**src/rtl/riscv_pkg.sv**
```systemverilog
// Shared types and constants for the data-memory access path.
package riscv_pkg;
  localparam int XLEN = 32;

  localparam logic [2:0] SIZE_B = 3'b001;
  localparam logic [2:0] SIZE_H = 3'b010;
  localparam logic [2:0] SIZE_W = 3'b100;

  typedef enum logic [1:0] {
    IDLE = 2'd0,
    REQ  = 2'd1,
    RSP  = 2'd2,
    DONE = 2'd3
  } dmem_state_t;

  typedef struct packed {
    logic [XLEN-1:0] adr;
    logic            we;
    logic [3:0]      be;
    logic [XLEN-1:0] wdata;
  } dmem_req_t;

  // Non-one-hot size encodings are treated as misaligned so they never reach the bus.
  function automatic logic is_misaligned(input logic [1:0] off, input logic [2:0] size);
    logic bad;
    case (size)
      SIZE_B:  bad = 1'b0;
      SIZE_H:  bad = off[0];
      SIZE_W:  bad = |off;
      default: bad = 1'b1;
    endcase
    return bad;
  endfunction
endpackage

```
**src/rtl/dmem_align.sv**
```systemverilog
// Byte-lane steering: store byte enables / replicated write data, and load right-alignment.
module dmem_align
  import riscv_pkg::*;
(
  input  logic [1:0]      req_off_i,
  input  logic [2:0]      req_size_i,
  input  logic [XLEN-1:0] req_wdata_i,
  output logic [3:0]      be_o,
  output logic [XLEN-1:0] wdata_o,
  input  logic [1:0]      rsp_off_i,
  input  logic [2:0]      rsp_size_i,
  input  logic [XLEN-1:0] rdata_i,
  output logic [XLEN-1:0] rdata_o
);
  logic [XLEN-1:0] rdata_sh;

  always_comb begin
    be_o    = 4'b0000;
    wdata_o = req_wdata_i;
    case (req_size_i)
      SIZE_B: begin
        be_o    = 4'b0001 << req_off_i;
        wdata_o = {4{req_wdata_i[7:0]}};
      end
      SIZE_H: begin
        be_o    = 4'b0011 << req_off_i;
        wdata_o = {2{req_wdata_i[15:0]}};
      end
      SIZE_W: be_o = 4'b1111;
      default: ;
    endcase
  end

  assign rdata_sh = rdata_i >> {rsp_off_i, 3'b000};

  always_comb begin
    rdata_o = rdata_sh;
    case (rsp_size_i)
      SIZE_B:  rdata_o = {{(XLEN-8){1'b0}}, rdata_sh[7:0]};
      SIZE_H:  rdata_o = {{(XLEN-16){1'b0}}, rdata_sh[15:0]};
      default: ;
    endcase
  end
endmodule

```
**src/rtl/dmem_ctrl.sv**
```systemverilog
// Single-outstanding data-memory controller between the LSU and a req/gnt/rvalid bus.
module dmem_ctrl
  import riscv_pkg::*;
(
  input  logic            clk,
  input  logic            reset_n,
  input  logic            req_v_i,
  input  logic [XLEN-1:0] adr_i,
  input  logic            is_store_i,
  input  logic [XLEN-1:0] store_data_i,
  input  logic [2:0]      access_size_i,
  output logic            stall_o,
  output logic [XLEN-1:0] load_data_o,
  output logic            done_o,
  output logic            misaligned_o,
  output logic            err_o,
  output logic            mem_req_o,
  output logic            mem_we_o,
  output logic [XLEN-1:0] mem_adr_o,
  output logic [3:0]      mem_be_o,
  output logic [XLEN-1:0] mem_wdata_o,
  input  logic            mem_gnt_i,
  input  logic            mem_rvalid_i,
  input  logic [XLEN-1:0] mem_rdata_i,
  input  logic            mem_err_i
);
  dmem_state_t     state_q, state_d;
  dmem_req_t       req_q, req_d;
  logic [1:0]      off_q, off_d;
  logic [2:0]      size_q, size_d;
  logic [XLEN-1:0] load_data_q, load_data_d;
  logic            err_q, err_d;
  logic [3:0]      be_new;
  logic [XLEN-1:0] wdata_new, rdata_al;
  logic            in_idle;

  dmem_align u_align (
    .req_off_i   (adr_i[1:0]),
    .req_size_i  (access_size_i),
    .req_wdata_i (store_data_i),
    .be_o        (be_new),
    .wdata_o     (wdata_new),
    .rsp_off_i   (off_q),
    .rsp_size_i  (size_q),
    .rdata_i     (mem_rdata_i),
    .rdata_o     (rdata_al)
  );

  assign in_idle      = (state_q == IDLE);
  assign misaligned_o = in_idle & req_v_i & is_misaligned(adr_i[1:0], access_size_i);
  assign stall_o      = (~in_idle & (state_q != DONE)) | (in_idle & req_v_i & ~misaligned_o);

  always_ff @(posedge clk or negedge reset_n) begin
    if (!reset_n) begin
      state_q     <= IDLE;
      req_q       <= '0;
      off_q       <= '0;
      size_q      <= '0;
      load_data_q <= '0;
      err_q       <= 1'b0;
    end else begin
      state_q     <= state_d;
      req_q       <= req_d;
      off_q       <= off_d;
      size_q      <= size_d;
      load_data_q <= load_data_d;
      err_q       <= err_d;
    end
  end

  // DONE ignores req_v_i: it still belongs to the instruction that is completing.
  always_comb begin
    state_d     = state_q;
    req_d       = req_q;
    off_d       = off_q;
    size_d      = size_q;
    load_data_d = load_data_q;
    err_d       = err_q;
    case (state_q)
      IDLE: begin
        if (req_v_i && !misaligned_o) begin
          req_d.adr   = {adr_i[XLEN-1:2], 2'b00};
          req_d.we    = is_store_i;
          req_d.be    = be_new;
          req_d.wdata = wdata_new;
          off_d       = adr_i[1:0];
          size_d      = access_size_i;
          state_d     = REQ;
        end
      end
      REQ: begin
        if (mem_gnt_i) begin
          if (req_q.we) begin
            err_d   = mem_err_i;
            state_d = DONE;
          end else begin
            state_d = RSP;
          end
        end
      end
      RSP: begin
        if (mem_rvalid_i) begin
          load_data_d = rdata_al;
          err_d       = mem_err_i;
          state_d     = DONE;
        end
      end
      DONE:    state_d = IDLE;
      default: state_d = IDLE;
    endcase
  end

  assign mem_req_o   = (state_q == REQ);
  assign mem_we_o    = req_q.we;
  assign mem_adr_o   = req_q.adr;
  assign mem_be_o    = req_q.be;
  assign mem_wdata_o = req_q.wdata;
  assign done_o      = (state_q == DONE);
  assign load_data_o = load_data_q;
  assign err_o       = err_q;
endmodule

```
**config.mk**
```make
export PLATFORM = sky130hd
export DESIGN_NAME = dmem_ctrl
export DESIGN_NICKNAME = d
export VERILOG_FILES = /design/src/rtl/riscv_pkg.sv /design/src/rtl/dmem_align.sv /design/src/rtl/dmem_ctrl.sv
export SDC_FILE = /design/constraint.sdc
export NUM_CORES = 1
export LEC_CHECK = 0
export ABC_AREA = 1
export BUFFER_PORTS_ARGS = -buffer_cell sky130_fd_sc_hd__clkbuf_2
export CORE_ASPECT_RATIO = 0.5
export CORE_MARGIN = 2
export CORE_UTILIZATION = 51
export DETAILED_ROUTE_END_ITERATION = 8
export PLACE_DENSITY = 0.85
export SLEW_MARGIN = 20
export SYNTH_ARGS = -nofsm -noshare
export SYNTH_HDL_FRONTEND = slang
export SYNTH_SLANG_ARGS = --single-unit
```
**constraint.sdc**
```tcl
create_clock -name clk -period 2.75 [get_ports clk]
set_input_delay 0.55 -clock clk [delete_from_list [all_inputs] [get_ports clk]]
set_output_delay 0.55 -clock clk [all_outputs]
set_load 0.02 [all_outputs]
```
Word level (Yosys, flattened, before mapping)
Cells that the tools add are included.

storage, ports and cells
  RAM bits = 0
  memories = 0
  ROM bits = 0
  bits in registers = 107
  bits in latches = 0
  output and inout port bits = 106

operators by class
  $mul = 0
  shifts and indexed selects = 3
  reduce and logical (&&, ||, !) cells = 9
  muxes and demuxes = 13
  add/sub/neg operators = 0
  div/mod/pow operators = 0
  bitwise operators = 7
  $lt $le $gt $ge = 0
  equal/unequal tests = 13

operator list
  operator                                         count
  case mux 32 bit (2 select lines)                 2
  right shift 32 x 5 -> 32 bit                     1
  case mux 4 bit (3 select lines)                  1
  case mux 2 bit (4 select lines)                  1
  == test 3 x 1 -> 1 bit, second input constant    2
  == test 3 x 2 -> 1 bit, second input constant    2
  two-way mux 2 bit                                3
  != test 2 x 1 -> 1 bit, second input constant    3
  bitwise AND 1 bit                                4
  == test 2 bit, second input constant             2
  two-way mux 1 bit                                4
  != test 2 bit, second input constant             2
  AND reduction 2 bit                              2
  AND reduction 4 bit                              1
  left shift 1 x 2 -> 4 bit, first input constant  1
  left shift 2 x 2 -> 4 bit, first input constant  1
  == test 3 bit, second input constant             1
  case mux 1 bit (3 select lines)                  1
  AND reduction 3 bit                              1
  == test 2 x 1 -> 1 bit, second input constant    1
  zero test 2 bit                                  1
  NOT 1 bit                                        2
  case mux 1 bit (2 select lines)                  1
  nonzero test 2 bit                               1
  other kinds (4)                                  4

Longest topological paths before layout
  depth after elaboration = 7
  mapped depth = 11
  depth with buffers taken out = 10

Cells and area by module
Synthesis repeated with hierarchy kept, for this count alone.

second synthesis, totals
  cells, all modules = 642
  area total of the unflattened synthesis = 5,461.5 µm²

modules (own cells, without submodules)
  module      area each (µm²)  times used  cells an instance  seq. area each (µm²)
  dmem_ctrl   4,320.4          1           416                2,677.6
  dmem_align  1,141.1          1           226                0.0

Worst setup path before layout
Ideal clock, no wire load.

  kind = input-to-output
  start = input access_size_i[0]
  end = output stall_o
  buffers on the path = 1
  arrival = 1.388 ns
  stages on the path = 8
  slack = 0.812 ns
  cell sequence = nor2_2 -> nand3_1 -> nand2_1 -> inv_2 -> nand2_1 -> nor2_4 -> buf_6 -> or2_1

between the ends
  cells in the longest elaborated chain, start to end = 6
  elaborated cells on any way between the ends = 8

RTL lines
  item                                         RTL line         RTL
  start: declaration                           dmem_ctrl.sv:11  input logic [2:0] access_size_i,
  == test 3 bit, or another cell as far along  riscv_pkg.sv:26  case (size)
  case mux 1 bit (3 select lines) (*)          riscv_pkg.sv:26
  bitwise AND 1 bit (*)                        dmem_ctrl.sv:50  assign misaligned_o = in_idle & req_v_i & is_misaligned(adr_i[1:0], access_size_i);
  NOT 1 bit (*)                                dmem_ctrl.sv:51  assign stall_o = (~in_idle & (state_q != DONE)) | (in_idle & req_v_i & ~misaligned_o);
  bitwise AND 1 bit (*)                        dmem_ctrl.sv:51
  OR 1 bit (*)                                 dmem_ctrl.sv:51
  end: declaration                             dmem_ctrl.sv:12  output logic stall_o,

Every way passes the cells marked *; elsewhere a longest branch is shown, timed or not.

Final worst setup path
  start = register state_q[0]
  end = output stall_o

between the ends
  cells in the longest elaborated chain, start to end = 6
  elaborated cells on any way between the ends = 9

RTL lines
  item                      RTL line                          RTL
  start: declaration        dmem_ctrl.sv:27                   dmem_state_t state_q, state_d;
  start signal: assignment  dmem_ctrl.sv:62                   state_q <= state_d;
  zero test 2 bit           dmem_ctrl.sv:49                   assign in_idle = (state_q == IDLE);
  bitwise AND 1 bit         dmem_ctrl.sv:50, dmem_ctrl.sv:51
  bitwise AND 1 bit         dmem_ctrl.sv:50
  NOT 1 bit                 dmem_ctrl.sv:51
  bitwise AND 1 bit         dmem_ctrl.sv:51
  OR 1 bit (*)              dmem_ctrl.sv:51

Marks and branches as above.

==> flow_summary.toml <==
[run_status]
outcome = "completed"

[clock_network]
cts-resized-gates = 0
clock_sinks = 107
cts_htree_levels = 3
cts_root_buf = "clkbuf_16"
cts_buffers = 9
postCtsSetupBuffers = 0
cts_tree = "yes"
ctsHoldBuffers = 0
clockBufferDepth = 2
clk_latency_ps = 340
path_clk_slew_ps = 70

[die]
ios = 212
core_area_um2 = 9420
die_w_um = 143
die_area_um2 = 10500
num_rows = 25
start_util = 0.522
fp.dieH_um = 73.4

[finish]
final.fill_count = 781
nets = 880
drive_above_1_share = 0.320
syn_to_final_growth_pct = 28.8
fin_area_um2 = 6330
diodes = 0
regArea_um2 = 2680
multi_input_area_um2 = 1910

[yosys]
ys_types = 33
yosys.area.top_type = "dfrtp_1"
syn_avg_cell_area_um2 = 8.61
ys_seq_area_frac = 0.545
synthTopCellsByArea = "dfrtp_1 (54%), nand2_1 (18%), o21ai_0 (5.9%)"
netlist_area_um2 = 4920
synth.top_cell.area_share = 0.545
synthAdderAreaFrac = 0.0127
yosys_warnings = 0
async_flop_share = 1.00
synth-edff-count = 0
syn_inst = 571
ys.flop_type = "dfrtp_1"
synth_xor_area_frac = 0
synth-simple-area-share = 0.208
synth.area.mux_share = 0.0204
synth_top_family_by_area = "simple AND/OR/NAND/NOR gates"
synth_compound_area_frac = 0.145
ys_ff_latch = 107

[setup_path]
arrival_ps = 1680
reg2reg_from = "state_q[0]"
cp_data_required_time_ps = 2200
critPathLaunchType = "register"
crit_type = "reg2out"
reg2reg_slack_ps = 910
end_kind = "primary output"
reg2reg_depth = 7
cp_max_fo = 5
crit_start = "state_q[0]"
r2r-end = "size_q[2]"

[placed_design]
port_buffers = 209
dp_hpwl_mm = 9.61
place_area_um2 = 6030
place_congestion = 0.914
dp_slack_ps = 671

[power_and_ir_drop]
p_sw_frac = 0.429
p_total_mw = 7.23
power_frac_clock = 0.181
internal_power_mw = 4.13
p_sw_mw = 3.10
ir_drop_v = 0.000470
pwr-share-seq = 0.376
p_leak_nw = 3.55
power_frac_comb = 0.442
power.density_nw_per_um2 = 1140

[global_route]
grt_pass1_vias = 4382
gr-total-overflow = 0
grt_pass1_wl_mm = 20.9
grt_max_degree = 49
antenna_found_initial = 0
grt_util_all_layers = 0.256

[timing]
max_freq_mhz = 448
rsz0062_at_grt = "no"
hold_violations = 0
setup_viol = 0
tightest_slew_ps = 659
slew_headroom = 0.560
final.setup.tns_ps = 0
period_needed_ps = 2230
skew_ps = 5.93
hold_slack_ps = 217
slew_viol_final = 0
timing.final.ws_setup_ps = 517
period_share = 0.812

[detailed_routing]
routedWlPerCell_um = 14.4
drtAntennaViolNets = 0
drt_iter0_drc = 329
drt-vias-per-instance = 5.07
vias = 4605
drc = 0
routed_wirelength_mm = 13.1
first_pass_iters = 4

[run]
drv_cap = 0

[hold_path]
hp-class = "in2async"
## cell families after synthesis
kind of cell	after synthesis
AO/OA/AOI/OAI	128
adder cells (fa/ha/maj)	5
buffers and inverters	66
flip-flops	107
multiplexers	10
other	1
AND/OR/NAND/NOR	254
## area by class of cell
class                      instances  area share
clock inverter                     3     0.00731
multi-input combinational        399       0.301
sequential                       107       0.423
timing repair buffer             219       0.181
tap                              135      0.0267
inverter                          33      0.0200
clock buffer                      13      0.0411
## stage by stage
step / cells / util
after detailed placement: 893 / 0.640
after global placement: 892 / 0.639
after global routing: 909 / 0.673
after floorplan: 572 / -
after CTS: 909 / 0.673
final: 909 / 0.673
## synth_stat cells, types with 3 or more instances
cell / number
buf_4: 9
o221ai_1: 8
o21ai_0: 58
buf_2: 12
dfrtp_1: 107
clkbuf_1: 7
ha_1: 5
o21ai_1: 16
mux2i_1: 10
nand2_1: 230
a21oi_1: 27
nand3_1: 8
a22o_1: 6
o22ai_1: 9
inv_2: 3
buf_6: 5
inv_1: 28
or2_2: 6
## cells in the final DEF (no fill, tap or decap), types with 2 or more instances in the layout
cell type	instances
conb_1	2
o21ai_1	16
a31oi_1	2
nand3_1	8
ha_1	5
o21ai_0	58
o22ai_1	9
nand2_1	230
buf_4	9
dfrtp_1	107
buf_12	2
o221ai_1	8
a21oi_1	27
clkbuf_1	2
inv_1	28
inv_2	3
or2_2	6
mux2i_1	10
nor2_1	2
clkbuf_8	2
clkbuf_16	9
clkbuf_2	208
a22o_1	6
## worst max-delay path, cell delays in order (launching register included)
cell	delay (ps)
dfrtp_1	410
inv_1	120
ha_1	270
nand2_1	140
nor2_4	50
or2_1	200
clkbuf_2	150
## routing by layer
| layer | global-route usage | routed length (um) | vias to the layer above |
|---|---|---|---|
| met3 | 0.0593 | 762 | 27 |
| li1 | - | - | 2249 |
| met1 | 0.305 | 5400 | 2176 |
| met5 | 0 | 0 | - |
| met4 | 0.0946 | 293 | 0 |
| met2 | 0.462 | 6650 | 153 |
## sequential cells by signal (all words and copies together) (netlist names)
| register | cells |
|---|---|
| off_q | 2 |
| mem_adr_o | 30 |
| load_data_o | 32 |
| mem_we_o | 1 |
| err_o | 1 |
| mem_wdata_o | 32 |
| mem_be_o | 4 |
| state_q | 2 |
| size_q | 3 |
## power by group through the flow
stage,Sequential [mW],Combinational [mW],Clock [mW]
global placement,2.71,3.14,0
CTS,2.72,3.23,1.35
finish,2.72,3.20,1.31
detailed placement,2.73,3.22,0
floorplan,3.48,1.30,0
global route,2.81,3.53,1.41
## worst max path at each step
stage,endpoint,slack (ps)
finish,stall_o,520
global route,stall_o,430
CTS,stall_o,500
detailed placement,stall_o,670
global placement,stall_o,720
floorplan,stall_o,810
No activity file was read; power rests on OpenSTA's default activity.
